<file path="src/rtl/regs_wr_arbiter.sv">
// Register-file write-port arbiter: execute-stage writes always win; debug (jtag)
// writes queue in a 2-entry FIFO and drain on free cycles, with a starve-driven hold.
module regs_wr_arbiter #(
   parameter int unsigned STARVE_LIMIT = 4
) (
   input  logic        clk,
   input  logic        rst,
   input  logic        ex_we_i,
   input  logic [4:0]  ex_waddr_i,
   input  logic [31:0] ex_wdata_i,
   input  logic        jtag_req_i,
   input  logic [4:0]  jtag_addr_i,
   input  logic [31:0] jtag_data_i,
   output logic        jtag_ready_o,
   output logic        we_o,
   output logic [4:0]  waddr_o,
   output logic [31:0] wdata_o,
   output logic        hold_o,
   output logic        jtag_done_o,
   output logic [1:0]  fifo_count_o
);

   localparam logic [2:0] LP_LIMIT = 3'(STARVE_LIMIT);
   localparam int         LP_DEPTH = 2;

   logic [4:0]  r_fifo_addr [LP_DEPTH];
   logic [31:0] r_fifo_data [LP_DEPTH];
   logic        r_wr_ptr;
   logic        r_rd_ptr;
   logic [1:0]  r_fifo_count;
   logic [2:0]  r_starve;

   logic        w_ex_valid;
   logic        w_fifo_nempty;
   logic        w_fifo_full;
   logic        w_ready;
   logic        w_enq;
   logic        w_deq;
   logic [1:0]  w_count_next;
   logic [2:0]  w_starve_next;
   logic [4:0]  w_head_addr;
   logic [31:0] w_head_data;

   assign w_ex_valid    = ex_we_i && (ex_waddr_i != 5'd0);
   assign w_fifo_nempty = (r_fifo_count != 2'd0);
   assign w_fifo_full   = (r_fifo_count == 2'd2);

   // Ready comes from the registered count only; it is forced low while reset is held.
   assign w_ready = !rst && !w_fifo_full;

   // Writes to x0 complete the handshake but never enter the FIFO.
   assign w_enq = jtag_req_i && w_ready && (jtag_addr_i != 5'd0);
   assign w_deq = !w_ex_valid && w_fifo_nempty;

   assign w_head_addr = r_fifo_addr[r_rd_ptr];
   assign w_head_data = r_fifo_data[r_rd_ptr];

   always_comb begin
      w_count_next = r_fifo_count;
      case ({w_enq, w_deq})
         2'b10:   w_count_next = r_fifo_count + 2'd1;
         2'b01:   w_count_next = r_fifo_count - 2'd1;
         default: w_count_next = r_fifo_count;
      endcase
   end

   always_comb begin
      w_starve_next = r_starve;
      if (!w_fifo_nempty || w_deq) begin
         w_starve_next = 3'd0;
      end else if (r_starve != LP_LIMIT) begin
         w_starve_next = r_starve + 3'd1;
      end
   end

   // The ex path is purely combinational so it never sees added latency.
   always_comb begin
      we_o        = 1'b0;
      waddr_o     = 5'd0;
      wdata_o     = 32'd0;
      jtag_done_o = 1'b0;
      if (w_ex_valid) begin
         we_o    = 1'b1;
         waddr_o = ex_waddr_i;
         wdata_o = ex_wdata_i;
      end else if (w_fifo_nempty) begin
         we_o        = 1'b1;
         waddr_o     = w_head_addr;
         wdata_o     = w_head_data;
         jtag_done_o = 1'b1;
      end
   end

   genvar gi;
   generate
      for (gi = 0; gi < LP_DEPTH; gi++) begin : g_entry
         logic w_wr_sel;
         assign w_wr_sel = w_enq && (r_wr_ptr == 1'(gi));

         always_ff @(posedge clk or posedge rst) begin
            if (rst) begin
               r_fifo_addr[gi] <= 5'd0;
               r_fifo_data[gi] <= 32'd0;
            end else if (w_wr_sel) begin
               r_fifo_addr[gi] <= jtag_addr_i;
               r_fifo_data[gi] <= jtag_data_i;
            end
         end
      end
   endgenerate

   always_ff @(posedge clk or posedge rst) begin
      if (rst) begin
         r_wr_ptr     <= 1'b0;
         r_rd_ptr     <= 1'b0;
         r_fifo_count <= 2'd0;
         r_starve     <= 3'd0;
      end else begin
         if (w_enq) begin
            r_wr_ptr <= ~r_wr_ptr;
         end
         if (w_deq) begin
            r_rd_ptr <= ~r_rd_ptr;
         end
         r_fifo_count <= w_count_next;
         r_starve     <= w_starve_next;
      end
   end

   assign jtag_ready_o = w_ready;
   assign hold_o       = (r_starve == LP_LIMIT);
   assign fifo_count_o = r_fifo_count;

endmodule

</file>
<file path="config.mk">
export PLATFORM = sky130hd
export DESIGN_NAME = regs_wr_arbiter
export DESIGN_NICKNAME = d
export VERILOG_FILES = /design/src/rtl/regs_wr_arbiter.sv
export SDC_FILE = /design/constraint.sdc
export NUM_CORES = 1
export LEC_CHECK = 0
export ABC_CLOCK_PERIOD_IN_PS = 3600
export BUFFER_PORTS_ARGS = -buffer_cell sky130_fd_sc_hd__buf_2
export CORE_MARGIN = 2
export CORE_UTILIZATION = 40
export CTS_BUF_LIST = sky130_fd_sc_hd__clkbuf_8
export CTS_CLUSTER_DIAMETER = 50
export DETAILED_ROUTE_END_ITERATION = 10
export MAX_ROUTING_LAYER = met4
export PLACE_DENSITY = 0.62
export SETUP_SLACK_MARGIN = 0.4
export SYNTH_ARGS = -nofsm -noshare
export SYNTH_HDL_FRONTEND = slang
export SYNTH_SLANG_ARGS = --single-unit
export TNS_END_PERCENT = 50
</file>
<file path="constraint.sdc">
create_clock -name clk -period 3.6 [get_ports clk]
set_clock_uncertainty 0.05 [all_clocks]
set_input_delay 0.18 -clock clk [delete_from_list [all_inputs] [get_ports clk]]
set_output_delay 0.18 -clock clk [all_outputs]
set_load 0.01 [all_outputs]
</file>
== Yosys cells after proc, flatten, opt, wreduce, memory -nomap -nowiden ==
Cells that the tools add are included.
Widths: inputs -> output; s select.
Storage, ports and cells
  register bits: 81
  bits in latches: 0
  bits in writable memories: 0
  ROM bits: 0
  memories kept: 0
Cells by class
  add/sub/neg operators: 3
  $mul: 0
  div/mod/pow operators: 0
  magnitude comparators: 1
  equality and inequality tests: 5
  shifts and indexed selects: 0
  muxes and demuxes: 16
  bitwise logic cells: 3
  reduce and logical (&&, ||, !) cells: 17
Operators with widths (count)
  $mux 32: 5
  $mux 5: 5
  $reduce_bool 5->1: 2
  $logic_and 1x1->1: 7
  $mux 3: 2
  $reduce_bool 2->1: 3
  $eq 2x2->1 const B: 2
  $logic_not 1->1: 4
  $pmux 2 s2: 1
  $add 3x1->3 const B: 1
  $eq 3x3->1 const B: 1
  $mux 1: 3
  $ne 3x3->1 const B: 1
  $add 2x1->2 const B: 1
  $eq 2x1->1 const B: 1
  $ge 2x2->1 const B: 1
  $not 1->1: 2
  $not 1->2: 1
  $sub 2x1->2 const B: 1
  $logic_or 1x1->1: 1

== Longest topological paths before layout ==
  depth after elaboration: 7
  depth in mapped cells: 8

== Least setup slack after synthesis ==
Ideal clock, no wire load.
  path kind: input to register
  start: input port ex_waddr_i[1]
  end: register r_fifo_count[1] (netlist: fifo_count_o[1])
  library setup time: 80 ps
  arrival time: 1759 ps
  path slack: 1711 ps
  cell stages on the path: 7
  buffers on the path: 0
  path through: or4_4 -> o21ai_2 -> o21ai_0 -> inv_1 -> ha_1 -> nor2_1 -> xor2_1
Between the ends
  cells in the longest elaborated chain, start to end: 6
RTL lines
  start, declared: RTL line 9  | input logic [4:0] ex_waddr_i,
  $reduce_bool 5->1 *: RTL line 44  | assign w_ex_valid = ex_we_i && (ex_waddr_i != 5'd0);
  $logic_and 1x1->1 *: RTL line 44
  $logic_not 1->1 *: RTL line 53  | assign w_deq = !w_ex_valid && w_fifo_nempty;
  $logic_and 1x1->1 *: RTL line 53
  $eq 2x1->1 or $eq 2x2->1 (tied branches): RTL line 60  | case ({w_enq, w_deq})
  $pmux 2 s2 or $reduce_bool 2->1 (tied branches)
  end signal, assigned: RTL line 125  | r_fifo_count <= w_count_next;
  end, declared: RTL line 30  | logic [1:0] r_fifo_count;
Mark *: on every way between the ends. The rest lies on a longest branch, timed or not.
A chain may end at the register's enable or synchronous reset.

== Worst setup path after layout ==
  start: register r_rd_ptr
  end: output port wdata_o[28]
Between the ends
  cells in the longest elaborated chain, start to end: 6
RTL lines
  start, declared: RTL line 29  | logic r_rd_ptr;
  start signal, assigned: RTL line 123  | r_rd_ptr <= ~r_rd_ptr;
  $not 1->2 (not written as such): RTL line 56  | assign w_head_data = r_fifo_data[r_rd_ptr];
  $mux 32 (not written as such) (3 in a row): RTL line 56
  $mux 32: RTL line 86  | end else if (w_fifo_nempty) begin
  $mux 32: RTL line 82  | if (w_ex_valid) begin
  end, declared: RTL line 17  | output logic [31:0] wdata_o,
No other way between the ends. The select of a mux whose other input is x is not followed.

==> results.ini <==
[worst_setup_path]
startpoint_type = flop
path_buf_inv = 2
cp_slowest_cell = dfrtp_2
critPathMaxStageDelay_ns = 0.93
cp_cell_sequence = buf_4 > mux2i_1 > o31ai_1 > buf_2
critPathCaptureType = output pin
path_class = flop to output pin
cp.required_ns = 3.37
crit_family = flip-flops
worstPathMaxFanout = 27
crit_arrival_ns = 2.11

[yosys]
yosys.area.top_type = dfrtp_1
yosysTopAreaCellShare = 0.495
yosysWarnings = 0
ys_types = 27
synth_common_cells = 81 x dfrtp_1, 72 x mux2_2, 40 x nand2_1
synthTopCellsByArea = dfrtp_1 49%, mux2_2 20%, mux2i_1 9.3%
syn_inst = 324
yosysMostFrequentCell = dfrtp_1
syn_avg_cell_area_um2 = 12.6
synth-seq-cells = 81
synth-edff-count = 0
synth_ff_type = dfrtp_1
ys_seq_area_frac = 0.495
synth_nets = 405
synth-async-reset-ratio = 1.00
syn_area_um2 = 4100

[power_and_ir_drop]
vdd_drop_max_uv = 402
powerDensity_nw_per_um2 = 804
power.leakage_nw = 2.41

[final_layout]
layout-drive-gt1-share = 0.505
n_fill_cell = 914
num_antenna_cells = 0
layoutNonFillerInstCount = 575
multi_input_area_um2 = 1880
regArea_um2 = 2030
area_growth_pct = 21.7
fin_nets = 519

[die]
die_y_um = 105
die-area_um2 = 11100
rows = 36
core_um2 = 9860
start_util = 0.415
ioPinCount = 121
die_w_um = 105

[cts]
cts_tree = built
path_clk_slew_ns = 0.08
htreeDepth = 3
cts_buffer_depth = 2
root_buffer = clkbuf_8
cts_resized = 0
post_cts_buffers = 0
insertion_delay_ns = 0.34
cts_made_buffers = 9
clock_sinks = 81
hold_buffers = 1

[detailed_routing]
ant_nets = 0
via_per_inst = 4.94
detail_route.iter0.violations = 71
firstDrtPassIters = 3
drc = 0
dr_total_vias = 2841
wl_mm = 8.39
wl_per_cell_um = 14.6

[timing]
setup_tns_ns = 0
slew_headroom = 0.348
setup_viol_count_final = 0
fin_crit_ns = 2.34
finalHoldViolCount = 0
worstMarginPinSlew_ns = 0.976
rsz0062_at_grt = no
finalCritPeriodShare = 0.651
timing.fmax_ghz = 0.427
slew_viol_final = 0

[worst_hold_path]
hold_class = input pin to flop

[run_status]
status = complete, no violations

[global_routing]
grt_overflow = 0
grt_pass1_vias = 2927
track_usage = 0.162
antenna_found_initial = 0
grt_pass1_wl_mm = 13.9
grt_max_degree = 68

[place]
port-buffer-count = 120
dpl.hpwl_mm = 5.86
gp_congestion = 0.811
post-place-cells = 559

[flow_run]
drv_cap = 0

-- worst paths after layout --
| path | from | to | slack [ns] | cells past startpoint |
|---|---|---|---|---|
| max in group asynchronous | rst | r_fifo_data[4] | 2.07 | 4 |
| min reg2reg | r_fifo_data[28] | r_fifo_data[28] | 0.45 | 1 |
| max | r_rd_ptr | wdata_o[28] | 1.26 | 4 |
| min in group asynchronous | rst | r_rd_ptr | 0.52 | 3 |
| min | jtag_data_i[28] | r_fifo_data[28] | 0.02 | 2 |
| max reg2reg | fifo_count_o[0] | r_fifo_data[1] | 1.49 | 4 |
-- flip-flops by register name, indices dropped and copies added, names as in the netlist --
signal	flops
r_fifo_data	64
r_fifo_addr	10
r_starve	3
fifo_count_o	2
r_rd_ptr	1
r_wr_ptr	1
-- logic make-up after synthesis --
family | after synthesis | share of synthesized area
compound gates | 42 | 0.0825
xor+xnor | 6 | 0.0128
fa+ha+maj | 3 | 0.00917
buf+inv | 28 | 0.0467
flops | 81 | 0.495
mux | 112 | 0.296
simple gates | 52 | 0.0574
-- stage by stage --
| stage | hold WS, ns | cell area, um^2 | total power [W] | util | setup WS (ns) |
|---|---|---|---|---|---|
| 5_1_grt | 0.0175 | 4980 | 0.00429 | 0.505 | 1.15 |
| 6_report | 0.0232 | 4980 | 0.00401 | 0.505 | 1.26 |
| 2_1_floorplan | 0.262 | 4100 | 0.00280 | - | 1.29 |
| 4_1_cts | 0.00802 | 4980 | 0.00408 | 0.505 | 1.21 |
| 3_5_place_dp | 0.366 | 4730 | 0.00328 | 0.480 | 1.44 |
| 3_3_place_gp | 0.353 | 4730 | 0.00322 | 0.480 | 1.51 |
-- layout make-up --
type / count / area share
sequential: 81 / 0.407
tap: 133 / 0.0334
clock buffer: 10 / 0.0276
inverter: 6 / 0.00477
multi-input combinational: 215 / 0.378
clock inverter: 5 / 0.0208
timing repair buffer: 125 / 0.129
-- power breakdown --
group	internal (W)	switching, W
registers	0.00137	0.000318
logic	0.000842	0.000699
clock network	0.000476	0.000308
-- worst register-to-register path: stages (launching register included) --
cell and delay [ns]:
dfrtp_1 0.51, inv_2 0.08, a21oi_4 0.18, nand4_4 0.60, mux2_1 0.57
-- per-layer routing --
layer | track usage | share of wire | vias up
met4 | 0.0486 | 0.0085 | 0
met1 | 0.202 | 0.47 | 1359
met5 | - | 0 | -
met2 | 0.264 | 0.47 | 84
met3 | 0.0368 | 0.053 | 8
li1 | - | - | 1390
-- cell usage in the layout (no fill, tap or decap), drive strengths merged --
cell type    Yosys  layout
dfrtp           81      81
a21oi            1       1
nand3b           1       1
mux2            74      74
o21a             1       1
clkbuf           5      10
nor3             4       4
o21ai            5       5
buf             17     124
nand3            1       1
dlygate4sd3      0       1
mux2i           38      38
or4              1       1
xor2             1       1
inv              6       5
o31ai           35      35
xnor2            5       5
nor2             3       3
clkinv           0       3
ha               3       3
nand2           40      40
bufinv           0       3
nand4            1       1
nand4b           1       1
Power figures use the tool's default switching activity.
